--- config.mk ---
export PLATFORM = sky130hd
export DESIGN_NAME = cpu_run_ctrl_flat
export DESIGN_NICKNAME = d
export VERILOG_FILES = /design/src/rtl/cpu_run_ctrl_if.sv /design/src/rtl/cpu_run_ctrl.sv /design/src/flat_wrapper.sv
export SDC_FILE = /design/constraint.sdc
export NUM_CORES = 1
export LEC_CHECK = 0
export ABC_AREA = 1
export CORE_ASPECT_RATIO = 1.4
export CORE_MARGIN = 5
export CORE_UTILIZATION = 30
export CTS_BUF_LIST = sky130_fd_sc_hd__clkbuf_16
export DETAILED_ROUTE_END_ITERATION = 10
export PLACE_DENSITY_LB_ADDON = 0.2
export SYNTH_ARGS = -nofsm -noshare
export SYNTH_HDL_FRONTEND = slang
export SYNTH_SLANG_ARGS = --single-unit
--- constraint.sdc ---
create_clock -name clk -period 3.3 [get_ports clk]
set_clock_uncertainty 0.2 [all_clocks]
set_input_delay 0.66 -clock clk [delete_from_list [all_inputs] [get_ports clk]]
set_output_delay 0.66 -clock clk [all_outputs]
set_load 0.1 [all_outputs]
--- src/rtl/cpu_run_ctrl_if.sv ---
// Board/core-facing signal bundle of the run-control sequencer.
// slave = sequencer side, master = board + core side.
interface cpu_run_ctrl_if;
  logic        resume;
  logic [1:0]  speed;
  logic        halt;
  logic        cpu_en;
  logic        halted;
  logic        step_mode;
  logic [31:0] en_count;

  modport slave  (input  resume, speed, halt,
                  output cpu_en, halted, step_mode, en_count);
  modport master (output resume, speed, halt,
                  input  cpu_en, halted, step_mode, en_count);
endinterface

--- src/rtl/cpu_run_ctrl.sv ---
// Run-control sequencer: debounced resume, synchronized speed select,
// periodic / single-step clock-enable generation and halt handling.
module cpu_run_ctrl #(
  parameter int DEBOUNCE_CYCLES = 100000,
  parameter int SLOW_SHIFT      = 8
) (
  input  logic           clk,
  input  logic           rst,
  cpu_run_ctrl_if.slave  bus
);
  localparam int PW  = 2 * SLOW_SHIFT;
  localparam int DBW = (DEBOUNCE_CYCLES > 2) ? $clog2(DEBOUNCE_CYCLES) : 1;
  localparam logic [DBW-1:0] DB_LAST = DBW'(DEBOUNCE_CYCLES - 1);

  typedef enum logic {RUN, HALT} state_t;

  logic           rs_meta_q, rs_sync_q;
  logic [1:0]     sp_meta_q, sp_sync_q;
  logic [DBW-1:0] db_cnt_q, db_cnt_d;
  logic           db_q, db_d, db_prev_q, press_q;
  logic [PW-1:0]  per_cnt_q, per_last;
  state_t         state_q;
  logic           cpu_en_q, halted_q, step_mode_q;
  logic [31:0]    en_cnt_q;
  logic           spd_chg, step_sel, periodic_hit;

  // Speed resets to single-step so nothing runs before the real switches land.
  always_ff @(posedge clk or posedge rst) begin
    if (rst) begin
      rs_meta_q   <= 1'b0;
      rs_sync_q   <= 1'b0;
      sp_meta_q   <= 2'b11;
      sp_sync_q   <= 2'b11;
      step_mode_q <= 1'b1;
    end else begin
      rs_meta_q   <= bus.resume;
      rs_sync_q   <= rs_meta_q;
      sp_meta_q   <= bus.speed;
      sp_sync_q   <= sp_meta_q;
      step_mode_q <= (sp_meta_q == 2'b11);
    end
  end

  always_comb begin
    db_cnt_d = '0;
    db_d     = db_q;
    if (rs_sync_q != db_q) begin
      if (db_cnt_q == DB_LAST) db_d = ~db_q;
      else                     db_cnt_d = db_cnt_q + 1'b1;
    end
  end

  always_ff @(posedge clk or posedge rst) begin
    if (rst) begin
      db_cnt_q  <= '0;
      db_q      <= 1'b0;
      db_prev_q <= 1'b0;
      press_q   <= 1'b0;
      en_cnt_q  <= '0;
    end else begin
      db_cnt_q  <= db_cnt_d;
      db_q      <= db_d;
      db_prev_q <= db_q;
      press_q   <= db_q & ~db_prev_q;
      en_cnt_q  <= en_cnt_q + 32'(cpu_en_q);
    end
  end

  always_comb begin
    case (sp_sync_q)
      2'b00:   per_last = '0;
      2'b01:   per_last = {{SLOW_SHIFT{1'b0}}, {SLOW_SHIFT{1'b1}}};
      default: per_last = '1;
    endcase
  end

  // sp_meta differs from sp_sync exactly on the edge that makes a new speed visible.
  assign spd_chg      = (sp_meta_q != sp_sync_q);
  assign step_sel     = (sp_sync_q == 2'b11);
  assign periodic_hit = !step_sel && (per_cnt_q == per_last);

  // Halt is checked before anything else so a coincident press is dropped.
  always_ff @(posedge clk or posedge rst) begin
    if (rst) begin
      state_q   <= RUN;
      cpu_en_q  <= 1'b0;
      halted_q  <= 1'b0;
      per_cnt_q <= '0;
    end else begin
      cpu_en_q <= 1'b0;
      unique case (state_q)
        RUN: begin
          if (cpu_en_q && bus.halt) begin
            state_q   <= HALT;
            halted_q  <= 1'b1;
            per_cnt_q <= '0;
          end else begin
            if (spd_chg)       per_cnt_q <= '0;
            else if (!step_sel) per_cnt_q <= periodic_hit ? '0 : per_cnt_q + 1'b1;
            cpu_en_q <= periodic_hit || (press_q && step_sel);
          end
        end
        HALT: begin
          per_cnt_q <= '0;
          if (press_q) begin
            state_q  <= RUN;
            halted_q <= 1'b0;
            cpu_en_q <= 1'b1;
          end
        end
      endcase
    end
  end

  assign bus.cpu_en    = cpu_en_q;
  assign bus.halted    = halted_q;
  assign bus.step_mode = step_mode_q;
  assign bus.en_count  = en_cnt_q;
endmodule

--- src/flat_wrapper.sv ---
// flat-port wrapper written by rule: the top's interface ports become plain ports
module cpu_run_ctrl_flat 
#(
  parameter int DEBOUNCE_CYCLES = 100000,
  parameter int SLOW_SHIFT      = 8
)
  (clk, rst, bus_resume, bus_speed, bus_halt, bus_cpu_en, bus_halted, bus_step_mode, bus_en_count);
  cpu_run_ctrl_if bus_i ();
  input  logic clk;
  input  logic rst;
  input wire logic [$bits(bus_i.resume)-1:0] bus_resume;
  input wire logic [$bits(bus_i.speed)-1:0] bus_speed;
  input wire logic [$bits(bus_i.halt)-1:0] bus_halt;
  output wire logic [$bits(bus_i.cpu_en)-1:0] bus_cpu_en;
  output wire logic [$bits(bus_i.halted)-1:0] bus_halted;
  output wire logic [$bits(bus_i.step_mode)-1:0] bus_step_mode;
  output wire logic [$bits(bus_i.en_count)-1:0] bus_en_count;
  assign bus_i.resume = bus_resume;
  assign bus_i.speed = bus_speed;
  assign bus_i.halt = bus_halt;
  assign bus_cpu_en = bus_i.cpu_en;
  assign bus_halted = bus_i.halted;
  assign bus_step_mode = bus_i.step_mode;
  assign bus_en_count = bus_i.en_count;
  cpu_run_ctrl #(.DEBOUNCE_CYCLES(DEBOUNCE_CYCLES), .SLOW_SHIFT(SLOW_SHIFT)) u_core (.clk(clk), .rst(rst), .bus(bus_i));
endmodule
After elaboration in Yosys (flattened, before gate mapping)
Cells that the tools add are included.
{"block": "classes", "reduce_logical": 8, "muxes": 17, "bitwise_logic": 4, "eq_ne": 10, "n_addsub": 3}
{"cell": "16-bit 2-to-1 mux", "count": 4}
{"cell": "16-bit case mux with 2 select lines", "count": 2}
{"cell": "17-bit 2-to-1 mux", "count": 2}
{"cell": "32-bit by 1-bit adder with 32-bit output", "count": 1}
{"cell": "17-bit by 1-bit adder with 17-bit output (second input constant)", "count": 1}
{"cell": "17-bit == test (second input constant)", "count": 1}
{"cell": "16-bit by 1-bit adder with 16-bit output (second input constant)", "count": 1}
{"cell": "16-bit == test", "count": 1}
{"cell": "1-bit 2-to-1 mux", "count": 6}
{"cell": "1-bit case mux with 2 select lines", "count": 3}
{"cell": "2-bit == test (second input constant)", "count": 2}
{"cell": "2-bit by 1-bit != test with 1-bit output (second input constant)", "count": 2}
{"cell": "4-bit by 3-bit != test with 1-bit output (second input constant)", "count": 1}
{"cell": "2-bit AND reduction", "count": 2}
{"cell": "1-bit logical AND", "count": 3}
{"cell": "1-bit inverter", "count": 3}
{"cell": "2-bit by 1-bit == test with 1-bit output (second input constant)", "count": 1}
{"cell": "2-bit logical NOT", "count": 1}
{"cell": "2-bit != test", "count": 1}
{"cell": "1-bit AND", "count": 1}
{"cell": "1-bit logical NOT", "count": 1}
{"cell": "1-bit logical OR", "count": 1}
{"cell": "1-bit != test", "count": 1}
{"block": "word_totals", "out_inout_bits": 35, "register_bits": 78, "elab_cells": 56, "in_bits": 6}

Logic depth before layout (Yosys ltp)
Gate-level depths: netlist of run 1.
{"block": "logic_depth", "ltp_word": 9, "mapped_depth": 9}

Worst setup path after synthesis of run 1
Ideal clock, no wire load.
{"block": "synth_path", "path_type": "reg-to-reg", "from": "register u_core.cpu_en_q (netlist: u_core.bus.cpu_en)", "to": "register u_core.en_cnt_q[16] (netlist: u_core.bus.en_count[16])", "stages_incl_launch_ff": 8, "setup_ns": 0.163, "path_slack_ns": 0.805, "arrival_time_ns": 2.132, "cell_sequence": "dfrtp_1 -> ha_1 -> ha_1 -> nand3_2 -> nor2_4 -> nand3_2 -> nor2_2 -> xor2_1"}
{"block": "synth_between", "elab_chain_cells": 1}
{"item": "start: declaration", "line": "cpu_run_ctrl.sv:23", "source": "logic cpu_en_q, halted_q, step_mode_q;"}
{"item": "start signal: assignment", "line": "cpu_run_ctrl.sv:100", "source": "cpu_en_q <= periodic_hit || (press_q && step_sel);"}
{"item": "32-bit by 1-bit adder with 32-bit output", "line": "cpu_run_ctrl.sv:65", "source": "en_cnt_q <= en_cnt_q + 32'(cpu_en_q);"}
{"item": "end signal: assignment", "line": "cpu_run_ctrl.sv:65"}
{"item": "end: declaration", "line": "cpu_run_ctrl.sv:24", "source": "logic [31:0] en_cnt_q;"}
No other way between the ends.
A chain may end at the register's enable or synchronous reset.

Worst setup path after layout of run 1
{"block": "layout_path", "from": "register u_core.en_cnt_q[2] (netlist: u_core.bus.en_count[2])", "to": "output bus_en_count[2]"}
{"item": "end: declaration", "line": "flat_wrapper.sv:17", "source": "output wire logic [$bits(bus_i.en_count)-1:0] bus_en_count;"}
No word-level cell between the ends.

==> results of run 1 <==
## logic make-up after synthesis
kind of cell / Yosys count / synth area share [%]
XOR/XNOR: 38 / 8.02
AND/OR/NAND/NOR: 326 / 36.2
AO/OA/AOI/OAI: 11 / 1.54
adder cells (fa/ha/maj): 4 / 1.21
buffers and inverters: 64 / 5.88
flip-flops: 78 / 47.2
## how the worst max path moves through the flow
| stage | startpoint | endpoint | slack, ps | depth (start not counted) |
|---|---|---|---|---|
| detailed placement | bus_halt | u_core.per_cnt_q[12]$_DFFE_PP0P_ | 930 | 9 |
| floorplan | rst | u_core.bus.cpu_en$_DFF_PP0_ | 450 | 1 |
| finish | u_core.bus.en_count[2]$_DFF_PP0_ | bus_en_count[2] | 1240 | 1 |
| global route | u_core.bus.cpu_en$_DFF_PP0_ | u_core.bus.en_count[24]$_DFF_PP0_ | 1110 | 9 |
| CTS | u_core.bus.cpu_en$_DFF_PP0_ | u_core.bus.en_count[24]$_DFF_PP0_ | 1220 | 9 |
| global placement | bus_halt | u_core.per_cnt_q[12]$_DFFE_PP0P_ | 960 | 9 |
## Yosys cell counts (all sizes together)
cell      n  area, sq um
nand2   133          512
nor2     97          404
dfrtp    73         1830
inv      63          236
nor3     34          206
nand3    31          175
xor2     30          263
nand4    19          119
xnor2     8         70.1
a21oi     5         25.0
dfstp     5          131
nand3b    5         37.5
ha        4         50.1
nor3b     3         22.5
o21ai     2         10.0
o21bai    2         15.0
or2       2         12.5
a21boi    1         7.51
a31oi     1         6.26
and2      1         6.26
and3      1         6.26
buf       1         7.51
## per-layer routing
layer	wire length, um	track usage (%)	vias to the layer above
met2	5120	22.1	63
met3	498	3.64	14
met1	4540	15.8	1704
met4	207	5.30	0
li1	-	-	1760
met5	0	0	-
## state kept, by name, indices dropped and copies added, names as in the netlist
name	count
u_core.bus.halted	1
u_core.db_q	1
u_core.rs_sync_q	1
u_core.press_q	1
u_core.bus.step_mode	1
u_core.bus.cpu_en	1
u_core.db_prev_q	1
u_core.bus.en_count	32
u_core.sp_meta_q	2
u_core.state_q	1
u_core.per_cnt_q	16
u_core.rs_meta_q	1
u_core.db_cnt_q	17
u_core.sp_sync_q	2
## area by class of cell
type	count	area, sq um
fillers	1440	8670
flip-flops and latches	78	1960
multi-input cells	379	1950
repair buffers	44	343
inverters	63	238
well taps	185	231
clock buffers	9	225
clock inverters	7	106
## through the flow
step / total power [mW] / area, sq um / setup WS, ps / util, %
finish: 2.15 / 5050 / 1240 / 36.8
global route: 2.22 / 5050 / 1110 / 36.8
CTS: 2.17 / 5050 / 1220 / 36.8
detailed placement: 1.05 / 4720 / 926 / 34.4
global placement: 1.05 / 4720 / 965 / 34.4
floorplan: 1.02 / 4150 / 453 / -
## power by group through the flow
| stage | Clock, mW | Sequential, mW | Combinational (mW) |
|---|---|---|---|
| 2_1_floorplan | 0 | 0.994 | 0.0299 |
| 3_3_place_gp | 0 | 0.990 | 0.0561 |
| 3_5_place_dp | 0 | 0.990 | 0.0579 |
| 4_1_cts | 1.14 | 0.973 | 0.0577 |
| 5_1_grt | 1.18 | 0.973 | 0.0640 |
| 6_report | 1.12 | 0.973 | 0.0551 |
==> out/metrics.cfg, run 1 <==
[worst_setup_path]
worstPathBufferInverterCount = 1
cp_top_family = flip-flops
path_cells = buf_4
rr_endpoint = u_core.bus.en_count[24]$_DFF_PP0_
r2r_setup_slack_ps = 1250
worst_path_max_delay_cell = dfrtp_1
wp_data_required_ps = 2440
rr_worst_depth = 9
critical_path_peak_fanout = 6
max_stage_delay_ps = 500
endpoint_kind = output port
timing.critical_path.from_type = register
timing.critical_path.arrival_ps = 1200
worst-setup-path-type = reg2out
rr_startpoint = u_core.bus.cpu_en$_DFF_PP0_

[die]
die_width_um = 109
floorplan.io_pins = 41
die_height_um = 149
floorplan.core_area_sq_mm = 0.0137
start_util_pct = 30.3
core.rowCount = 51
floorplan.die_area_sq_mm = 0.0163

[global_routing]
global_route_wire_length_before_repair_mm = 17.0
globalRouteOverflowTotal = 0
antenna_found_initial = 0
grt_max_degree = 43
via_count_of_the_first_global_routing_pass = 3532
grt.total_usage_pct = 13.2

[cts]
clk_path_buf_depth = 2
tritoncts_num_sinks = 78
cts_inserted_buffers = 9
tritoncts = done
clock_edge_transition_at_the_registers_on_the_reported_setup_and_hold_paths_ps = 60
cts_post_setup_buffers_inserted = 0
cts_max_level = 3
cts_hold_buffers = 0
post_cts.resized_instances = 0
worstSkewPairLatency_ps = 340
ctsRootBufferMaster = clkbuf_16

[final_layout]
drive_gt1_share_pct = 15.0
flow.area_growth_from_synthesis_pct = 21.7
instances_no_fill = 765
layout_common_cells = 130 x nand2_1, 87 x nor2_1, 73 x dfrtp_1
nets = 585
layout.cells.most_common = nand2_1
antenna_cells_inserted = 0

[place]
numPortBuffers = 40
post-dp-hpwl_mm = 8.01
dp_cells = 749
gp_congestion = 0.897

[routing]
drt_pre_antenna_iters = 4
route.detailed.vias_per_inst = 4.63
detail_route.wirelength_mm = 10.4
drcViolationCount = 0
route.vias.total = 3541
drt.antenna.violating_nets = 0
drtIter0Drc = 174
avgRoutedWirePerCell_um = 13.5

[synth]
synthDistinctLibCells = 31
yosysWarnings = 0
synthesis.area_per_instance_sq_um = 7.97
postSynthCellCount = 521
synth.ff_latch_count = 78
seq_area_frac_synth_pct = 47.2
synthesis.area_sq_mm = 0.00415
synth_nets = 531

[pwr]
netSwitchingPower_mw = 0.437
p_seq_share_pct = 45.3
power.clock.fraction_pct = 52.2
vdd_ir_drop_max_mv = 0.226
leakagePower_nw = 2.25
power_report.internal_total_mw = 1.71
comb_power_share_pct = 2.6
power-per-cell-area_mw_per_mm2 = 425
p_sw_share_pct = 20.3

[sta]
hold-worst-slack_ps = 147
post-route-period-util_pct = 62.4
period_minus_slack_ps = 2060
timing_worst_slew_pin_value_ps = 737
timing.slew.headroom_pct = 50.8
timing.final.hold_violations = 0
final-setup-viol-count = 0
fmax_ghz = 0.485
finalMaxSlewViolations = 0
grt_setup_unrepaired = no
tns_ps = 0

[min_path]
hold_path_startpoint = u_core.rs_meta_q$_DFF_PP0_
timing.hold.worst_endpoint = u_core.rs_sync_q$_DFF_PP0_
holdCritPathClass = reg2reg
hold_depth = 0

[run_status]
run_status = finished, final reports clean

[job]
drv.max_cap_violation_count = 0

(Power assumes the default switching activity.)
==> run 2, diff against run 1 <==
==> constraint.sdc (replaced) <==
create_clock -name clk -period 2.2 [get_ports clk]
set_clock_uncertainty 0.2 [all_clocks]
set_input_delay 0.44 -clock clk [delete_from_list [all_inputs] [get_ports clk]]
set_output_delay 0.44 -clock clk [all_outputs]
set_load 0.1 [all_outputs]
==> out/metrics.cfg, run 2 (synthesis gave the netlist of run 1 again) <==
[run_status]
run_status = finished, final reports clean

[cts]
tritoncts = done
worstSkewPairLatency_ps = 330
clock_edge_transition_at_the_registers_on_the_reported_setup_and_hold_paths_ps = 60
ctsRootBufferMaster = clkbuf_16
post_cts.resized_instances = 0
cts_post_setup_buffers_inserted = 0
cts_inserted_buffers = 9
cts_hold_buffers = 0
clk_path_buf_depth = 2
tritoncts_num_sinks = 78
cts_max_level = 3

[routing]
wl_met1_mm = 4.44
route.vias.total = 3529
highest-signal-layer = met4
drt_pre_antenna_iters = 4
drcViolationCount = 0
avgRoutedWirePerCell_um = 13.5
drtIter0Drc = 133
detail_route.wirelength_mm = 10.3
routed-wl-met3_um = 298
wl_met2_mm = 5.28
drt.antenna.violating_nets = 0
route.detailed.vias_per_inst = 4.60

[min_path]
hold_path_startpoint = u_core.rs_meta_q$_DFF_PP0_
timing.hold.worst_endpoint = u_core.rs_sync_q$_DFF_PP0_
holdCritPathClass = reg2reg
hold_depth = 0

[die]
core.rowCount = 51
die_width_um = 109
floorplan.die_area_sq_mm = 0.0163
die_height_um = 149
floorplan.io_pins = 41
start_util_pct = 30.3
floorplan.core_area_sq_mm = 0.0137

[place]
numPortBuffers = 40
placed_cell_area_sq_mm = 0.00518
dp_cells = 752
gp_congestion = 0.919
post-dp-hpwl_mm = 8.28

[sta]
period_minus_slack_ps = 1890
post-route-period-util_pct = 85.7
timing.final.hold_violations = 0
finalMaxSlewViolations = 0
final-setup-viol-count = 0
grt_setup_unrepaired = no
fmax_ghz = 0.530
tns_ps = 0
timing_worst_slew_pin_value_ps = 460
timing.slew.headroom_pct = 69.2

[final_layout]
nets = 588
flow.area_growth_from_synthesis_pct = 32.9
layout_common_cells = 130 x nand2_1, 87 x nor2_1, 70 x dfrtp_1
layout.cells.most_common = nand2_1
drive_gt1_share_pct = 15.8
antenna_cells_inserted = 0
postLayoutCellArea_sq_mm = 0.00552
largest_register_ff_count = 32
utilization_of_the_core_after_routing_pct = 40.2
instances_no_fill = 768

[worst_setup_path]
rr_endpoint = u_core.bus.en_count[20]$_DFF_PP0_
timing.critical_path.arrival_ps = 1940
timing.critical_path.from_type = register
rr_worst_depth = 7
critical_path_peak_fanout = 5
rr_startpoint = u_core.bus.en_count[0]$_DFF_PP0_
r2r_setup_slack_ps = 310
worst-setup-path-type = reg2reg
wp_data_required_ps = 2260
endpoint_kind = register

[global_routing]
via_count_of_the_first_global_routing_pass = 3626
globalRouteOverflowTotal = 0
antenna_found_initial = 0
grt.total_usage_pct = 13.6
global_route_wire_length_before_repair_mm = 17.4
grt_max_degree = 27

[pwr]
power-per-cell-area_mw_per_mm2 = 582
vdd_ir_drop_max_mv = 0.393
leakagePower_nw = 2.35
finalPower_mw = 3.21

[job]
drv.max_cap_violation_count = 0

-- run 2: changes by cell type in the layout (fill, tap and decap cells not counted), sizes merged --
cell      before  now
clkinvlp       0    1
buf           39   42
clkinv         3    2
-- run 2: metal layers --
| metal | track usage [%] | up-vias |
|---|---|---|
| met5 | 0 | - |
| met4 | 6.99 | 0 |
| met3 | 2.21 | 22 |
| met2 | 23.2 | 58 |
| met1 | 16.3 | 1677 |
| li1 | - | 1772 |
-- run 2: how the worst max path moves through the flow --
stage                                            from                                end  slack, ps  depth (start not counted)
floorplan           u_core.bus.en_count[15]$_DFF_PP0_  u_core.bus.en_count[29]$_DFF_PP0_          5                          7
global placement                             bus_halt   u_core.per_cnt_q[15]$_DFFE_PP0P_        200                         10
detailed placement                           bus_halt    u_core.per_cnt_q[3]$_DFFE_PP0P_        150                          8
CTS                  u_core.bus.en_count[0]$_DFF_PP0_  u_core.bus.en_count[16]$_DFF_PP0_        290                          7
global route         u_core.bus.en_count[0]$_DFF_PP0_  u_core.bus.en_count[24]$_DFF_PP0_        120                          9
finish               u_core.bus.en_count[0]$_DFF_PP0_  u_core.bus.en_count[20]$_DFF_PP0_        310                          7
-- run 2: per-stage QoR --
| step | setup WS [ps] | hold slack, ps |
|---|---|---|
| floorplan | 4.69 | 131 |
| global placement | 203 | 143 |
| detailed placement | 151 | 142 |
| CTS | 292 | 156 |
| global route | 125 | 168 |
| finish | 314 | 153 |
-- run 2: power by group --
group	leakage, nW	internal [mW]	switching, mW
Sequential	1.06	1.45	0.0108
Clock	0.167	1.09	0.568
Combinational	1.13	0.0312	0.0592
Total	2.35	2.57	0.638
-- run 2: layout make-up --
class	instances	area (sq um)
clock buffers	9	225
clock inverters	7	105
fillers	1399	8200
inverters	63	240
multi-input cells	379	1950
flip-flops and latches	78	1960
well taps	185	231
repair buffers	47	803
-- run 2: critical path: stages (launching register included) --
cell	delay, ps
dfrtp_2	360
ha_1	220
ha_1	250
nand3_2	150
nor2_4	200
nand3_2	160
nor2_2	130
xor2_1	140
==> run 3, diff against run 2 <==
--- a/config.mk
+++ b/config.mk
@@ -6,6 +6,8 @@
 export NUM_CORES = 1
 export LEC_CHECK = 0
 export ABC_AREA = 1
+export ABC_CLOCK_PERIOD_IN_PS = 2200
+export CAP_MARGIN = 20
 export CORE_ASPECT_RATIO = 1.4
 export CORE_MARGIN = 5
 export CORE_UTILIZATION = 30
==> results of run 3 <==
The final DEF is identical to that of run 2; final timing and power are the same.
